**src/rtl/sort_host_if.sv**
```systemverilog
// Stream and sorter-bus signals of sort_host, bundled for the host (master) and its environment (slave).
interface sort_host_if;
    logic       in_valid;
    logic       in_ready;
    logic [7:0] in_data;
    logic       out_valid;
    logic       out_ready;
    logic [7:0] out_data;
    logic       sort_wr;
    logic [2:0] sort_addr;
    logic [7:0] sort_datain;
    logic       sort_start;
    logic [7:0] sort_dataout;
    logic       sort_ready;

    modport master (
        input  in_valid, in_data, out_ready, sort_dataout, sort_ready,
        output in_ready, out_valid, out_data, sort_wr, sort_addr, sort_datain, sort_start
    );

    modport slave (
        output in_valid, in_data, out_ready, sort_dataout, sort_ready,
        input  in_ready, out_valid, out_data, sort_wr, sort_addr, sort_datain, sort_start
    );
endinterface

```
**src/rtl/sort_host.sv**
```systemverilog
// Host for an external 8-entry byte sorter: loads 8 upstream bytes, kicks the sort,
// then reads the sorted bytes back out in ascending order with a valid/ready handshake.
module sort_host #(
    parameter int RD_LAT = 2
) (
    input  logic        clk,
    input  logic        nrst,
    sort_host_if.master bus,
    output logic        busy
);
    localparam int LW = $clog2(RD_LAT + 2);

    typedef enum logic [2:0] {
        LOAD    = 3'd0,
        KICK    = 3'd1,
        WAIT_LO = 3'd2,
        WAIT_HI = 3'd3,
        RD_WAIT = 3'd4,
        SEND    = 3'd5
    } state_t;

    state_t         state_reg;
    state_t         state_next;
    logic [2:0]     wcnt_reg;
    logic [2:0]     rcnt_reg;
    logic [LW-1:0]  lcnt_reg;
    logic [7:0]     out_data_reg;
    logic           out_valid_reg;

    logic           accept;
    logic           out_fire;
    logic           lat_done;

    assign accept   = (state_reg == LOAD) && bus.in_valid && bus.sort_ready;
    assign out_fire = (state_reg == SEND) && bus.out_ready;
    assign lat_done = (lcnt_reg == LW'(RD_LAT));

    // State register
    always_ff @(posedge clk or negedge nrst) begin
        if (!nrst) begin
            state_reg <= LOAD;
        end else begin
            state_reg <= state_next;
        end
    end

    // Next-state logic
    always_comb begin
        state_next = state_reg;
        case (state_reg)
            LOAD: begin
                if (accept && (wcnt_reg == 3'd7)) begin
                    state_next = KICK;
                end
            end
            KICK: begin
                state_next = WAIT_LO;
            end
            WAIT_LO: begin
                if (!bus.sort_ready) begin
                    state_next = WAIT_HI;
                end
            end
            WAIT_HI: begin
                if (bus.sort_ready) begin
                    state_next = RD_WAIT;
                end
            end
            RD_WAIT: begin
                if (lat_done) begin
                    state_next = SEND;
                end
            end
            SEND: begin
                if (bus.out_ready) begin
                    state_next = (rcnt_reg == 3'd7) ? LOAD : RD_WAIT;
                end
            end
            default: begin
                state_next = LOAD;
            end
        endcase
    end

    // Output logic; the write path is combinational so an accepted byte lands in the sorter the same cycle
    always_comb begin
        bus.in_ready    = 1'b0;
        bus.sort_wr     = 1'b0;
        bus.sort_addr   = 3'd0;
        bus.sort_datain = 8'd0;
        bus.sort_start  = 1'b0;
        busy            = (state_reg != LOAD);
        case (state_reg)
            LOAD: begin
                bus.in_ready  = bus.sort_ready;
                bus.sort_addr = wcnt_reg;
                if (accept) begin
                    bus.sort_wr     = 1'b1;
                    bus.sort_datain = bus.in_data;
                end
            end
            KICK: begin
                bus.sort_start = 1'b1;
            end
            RD_WAIT, SEND: begin
                bus.sort_addr = rcnt_reg;
            end
            default: begin
                bus.sort_addr = 3'd0;
            end
        endcase
    end

    assign bus.out_valid = out_valid_reg;
    assign bus.out_data  = out_data_reg;

    // Counters and the output holding register
    always_ff @(posedge clk or negedge nrst) begin
        if (!nrst) begin
            wcnt_reg      <= 3'd0;
            rcnt_reg      <= 3'd0;
            lcnt_reg      <= '0;
            out_data_reg  <= 8'd0;
            out_valid_reg <= 1'b0;
        end else begin
            case (state_reg)
                LOAD: begin
                    if (accept) begin
                        wcnt_reg <= wcnt_reg + 3'd1;
                    end
                end
                WAIT_HI: begin
                    if (bus.sort_ready) begin
                        rcnt_reg <= 3'd0;
                        lcnt_reg <= '0;
                    end
                end
                RD_WAIT: begin
                    if (lat_done) begin
                        out_data_reg  <= bus.sort_dataout;
                        out_valid_reg <= 1'b1;
                    end else begin
                        lcnt_reg <= lcnt_reg + LW'(1);
                    end
                end
                SEND: begin
                    if (out_fire) begin
                        out_valid_reg <= 1'b0;
                        rcnt_reg      <= rcnt_reg + 3'd1;
                        lcnt_reg      <= '0;
                    end
                end
                default: begin
                    out_valid_reg <= 1'b0;
                end
            endcase
        end
    end
endmodule

```
**src/flat_wrapper.sv**
```systemverilog
// flat-port wrapper written by rule: the top's interface ports become plain ports
module sort_host_flat 
#(
    parameter int RD_LAT = 2
)
  (clk, nrst, busy, bus_in_valid, bus_in_data, bus_out_ready, bus_sort_dataout, bus_sort_ready, bus_in_ready, bus_out_valid, bus_out_data, bus_sort_wr, bus_sort_addr, bus_sort_datain, bus_sort_start);
  sort_host_if bus_i ();
  input  logic clk;
  input  logic nrst;
  output logic busy;
  input wire logic [$bits(bus_i.in_valid)-1:0] bus_in_valid;
  input wire logic [$bits(bus_i.in_data)-1:0] bus_in_data;
  input wire logic [$bits(bus_i.out_ready)-1:0] bus_out_ready;
  input wire logic [$bits(bus_i.sort_dataout)-1:0] bus_sort_dataout;
  input wire logic [$bits(bus_i.sort_ready)-1:0] bus_sort_ready;
  output wire logic [$bits(bus_i.in_ready)-1:0] bus_in_ready;
  output wire logic [$bits(bus_i.out_valid)-1:0] bus_out_valid;
  output wire logic [$bits(bus_i.out_data)-1:0] bus_out_data;
  output wire logic [$bits(bus_i.sort_wr)-1:0] bus_sort_wr;
  output wire logic [$bits(bus_i.sort_addr)-1:0] bus_sort_addr;
  output wire logic [$bits(bus_i.sort_datain)-1:0] bus_sort_datain;
  output wire logic [$bits(bus_i.sort_start)-1:0] bus_sort_start;
  assign bus_i.in_valid = bus_in_valid;
  assign bus_i.in_data = bus_in_data;
  assign bus_i.out_ready = bus_out_ready;
  assign bus_i.sort_dataout = bus_sort_dataout;
  assign bus_i.sort_ready = bus_sort_ready;
  assign bus_in_ready = bus_i.in_ready;
  assign bus_out_valid = bus_i.out_valid;
  assign bus_out_data = bus_i.out_data;
  assign bus_sort_wr = bus_i.sort_wr;
  assign bus_sort_addr = bus_i.sort_addr;
  assign bus_sort_datain = bus_i.sort_datain;
  assign bus_sort_start = bus_i.sort_start;
  sort_host #(.RD_LAT(RD_LAT)) u_core (.clk(clk), .nrst(nrst), .bus(bus_i), .busy(busy));
endmodule
```
**config.mk**
```make
export PLATFORM = sky130hd
export DESIGN_NAME = sort_host_flat
export DESIGN_NICKNAME = d
export VERILOG_FILES = /design/src/rtl/sort_host_if.sv /design/src/rtl/sort_host.sv /design/src/flat_wrapper.sv
export SDC_FILE = /design/constraint.sdc
export NUM_CORES = 1
export LEC_CHECK = 0
export ABC_CLOCK_PERIOD_IN_PS = 2100
export CORE_MARGIN = 2
export CORE_UTILIZATION = 35
export CTS_BUF_LIST = sky130_fd_sc_hd__clkbuf_4 sky130_fd_sc_hd__clkbuf_8 sky130_fd_sc_hd__clkbuf_16
export DETAILED_ROUTE_END_ITERATION = 8
export GPL_ROUTABILITY_DRIVEN = 0
export PLACE_DENSITY = 0.67
export SLEW_MARGIN = 20
export SYNTH_ARGS = -nofsm -noshare
export SYNTH_HDL_FRONTEND = slang
export SYNTH_SLANG_ARGS = --single-unit
```
**constraint.sdc**
```tcl
create_clock -name clk -period 2.1 [get_ports clk]
set_clock_uncertainty 0.15 [all_clocks]
set_input_delay 0.63 -clock clk [delete_from_list [all_inputs] [get_ports clk]]
set_output_delay 0.63 -clock clk [all_outputs]
set_load 0.05 [all_outputs]
```
==> reports/results.txt <==
Max_cap viols: 0
Design Area, Final: 1900 um2
Max rail drop VDD: 0.814 mV
Reg-to-Reg End: u_core.bus.out_data[7]
Fill cell count: 248
Vias in the first global route: 989
Via density: 4.89
H-tree level count: 1
Cell variety after synth: 32
RSZ-0062 raised after global routing: true
Via count: 939
Slowest-stage cell, CP: dfrtp_1
PD cells: 1280 nW/um2
Critical Path Source: u_core.state_reg[1]
Sw Share: 44.0%
Critical path's largest stage delay: 0.42 ns
Ys Warns: 0
Post-CTS Hold Buffers: 0
Seq/Total Area, Yosys: 44.0%
R2R Setup Slk: 0.35 ns
Fin Setup TNS: -1.83 ns
Combinational power share: 67.0%
Cell Int Power: 0.00136 W
# IOs: 45
Failing checks: setup timing
P&R area growth vs syn: 67.1%
Mapped Nets: 118
Die area: 3730 um2
Pleak: 0.887 nW
Status: complete, but fails checks
Async SR Flop Fraction: 100%
Root Buffer: clkbuf_4
Syn Area/Cell: 12.4 um2
CTS Buf Count: 3
Number of cells after detailed placement: 185
Hold Fails Final Rpt: 0
Drc violations: 0
Critical path fanouts, max: 4
Clock Tree Buf Depth: 2
F_max: 438 MHz
Hold Crit Class: reg -> reg
Worst slew pin tran: 0.276 ns
R2R depth: 5
EDFF count, synth: 0
CTS tree: built
CP top delay family: simple AND/OR/NAND/NOR gates
Worst-path clk slew: 0.11 ns
Arrival time worst endpoint: 1.50 ns
Worst skew pair latency: 0.30 ns
Net Switching: 0.00107 W
Max reg flops: 8
Post-Syn Area: 1140 um2
HPWL Detailed: 2020 um
Top FF cell, synth: dfrtp_1
Inserted Diodes: 0
Crit path time final: 2.28 ns
Max Slew Vio Count: 0
First-pass GRT wire length: 4220 um
WP depth: 4
Port bufs: 44
Placement Rows: 20
CP Launch Type: register
Initial Utilization: 37.0%
Final non-filler cell total: 192
Multi-input gate area: 643 um2
Worst reg2reg startpoint: u_core.state_reg[0]
Post-DP Area: 1800 um2
Num Clock Sinks: 20
Clk pwr share: 7.4%
Final WS setup: -0.181 ns
Post-synthesis cell count: 92
Worst setup EP type: output pin
Nets: 176
Buf/Inv on CP: 1
Routed WL per cell: 13.7 um
Worst setup path end: bus_sort_datain[3]
Die Y: 61.0 um
Core Region: 3080 um2
Initial antenna violation count: 0
Tcrit/Tclk final: 109%
Grt ovf: 0
Die Width: 61.0 um
Sequential power share: 25.6%
Seq. cell area: 500 um2
Setup-failing EPs final: 13
Kind of critical path: reg -> out
Largest net degree at the start of global routing: 21
Slew HR: 81.4%
Antenna-violating nets left: 0
Fin util: 61.8%
Share of post-route cells with drive strength above 1: 52.7%
Routed WL: 2620 um
Tot GR Track Use: 15.4%
Router iterations before antenna repair: 4
DR iter-0 viols: 17
CP cell instances: nor3_4 > and3_4 > and2_2 > buf_12
Worst Path Required: 1.32 ns
#FFs+latches synth: 20
## stage by stage
| step | total power (W) | setup WS (ns) | hold slack [ns] |
|---|---|---|---|
| 6_report | 0.00243 | -0.181 | 0.359 |
| 5_1_grt | 0.00257 | -0.254 | 0.385 |
| 4_1_cts | 0.00244 | -0.208 | 0.353 |
| 3_3_place_gp | 0.00208 | -0.310 | 0.307 |
| 3_5_place_dp | 0.00212 | -0.323 | 0.338 |
| 2_1_floorplan | 0.00151 | -0.0251 | 0.184 |
## synth_stat cells, types with 2 or more instances
library cell / count / area (um2)
a21oi_1: 3 / 15.0
a22o_1: 2 / 17.5
a22oi_1: 2 / 15.0
and2_2: 9 / 67.6
and3_1: 2 / 12.5
and3_4: 2 / 22.5
buf_6: 4 / 45.0
dfrtp_1: 20 / 500
ha_1: 5 / 62.6
inv_1: 3 / 11.3
mux2_2: 3 / 33.8
mux2_4: 8 / 120
nand2_1: 2 / 7.51
nand2b_1: 3 / 18.8
nor2_1: 4 / 15.0
nor3b_1: 3 / 22.5
o22ai_1: 2 / 12.5
## routing by layer
layer,track usage [%],wire length (um),vias to the layer above
met5,0,0,-
met4,4.66,32,0
met3,5.46,279,3
met2,27.5,1270,47
met1,17.1,1040,444
li1,-,-,445
## final cells by class
cell class | instances | share of cell area [%]
tap | 44 | 2.89
multi-input combinational | 65 | 33.8
clock buffer | 3 | 1.18
inverter | 3 | 0.592
sequential | 20 | 26.3
timing repair buffer | 57 | 35.2
## repair_timing
action | CTS | global route
cloned | 1 | 0
setup endpoints to repair | 15 | 15
resized for setup | 18 | 2
pin swaps | 7 | 5
setup buffers | 3 | 1
## layout by cell type (no fill, tap or decap), types with 3 or more instances in the layout
cell | synthesis | layout
and2_4 | 0 | 7
buf_4 | 0 | 20
mux2_2 | 3 | 3
and3_4 | 2 | 3
dfrtp_1 | 20 | 20
nand2b_1 | 3 | 3
ha_1 | 5 | 5
buf_12 | 0 | 15
nor2_2 | 1 | 4
clkbuf_4 | 0 | 3
mux2_4 | 8 | 8
clkdlybuf4s50_1 | 0 | 18
## power by group through the flow
| stage | combinational, W | clock [W] | sequential, W |
|---|---|---|---|
| 6_report | 0.00163 | 0.000179 | 0.000622 |
| 4_1_cts | 0.00163 | 0.000185 | 0.000623 |
| 2_1_floorplan | 0.000737 | 0 | 0.000769 |
| 3_5_place_dp | 0.00150 | 0 | 0.000616 |
| 3_3_place_gp | 0.00147 | 0 | 0.000610 |
| 5_1_grt | 0.00174 | 0.000197 | 0.000641 |
## logic make-up after synthesis
group | share of synthesized area [%]
AOI/OAI and AO/OA | 7.36
adders and majority gates | 5.49
and+or+nand+nor | 23.5
DFF | 44.0
muxes | 13.5
buffers and inverters | 5.38
xor gates and xnor gates | 0.769
## worst min-delay path by stage
stage | start | end | slack (ns) | depth (start not counted)
floorplan | nrst | u_core.bus.out_data[0] | 0.18 | 0
global placement | u_core.lcnt_reg[0] | u_core.lcnt_reg[0] | 0.31 | 1
detailed placement | u_core.lcnt_reg[0] | u_core.lcnt_reg[0] | 0.34 | 1
CTS | u_core.lcnt_reg[0] | u_core.lcnt_reg[0] | 0.35 | 1
global route | u_core.bus.out_data[7] | u_core.bus.out_data[7] | 0.38 | 1
finish | u_core.lcnt_reg[0] | u_core.lcnt_reg[0] | 0.36 | 1
(Power assumes the default switching activity.)
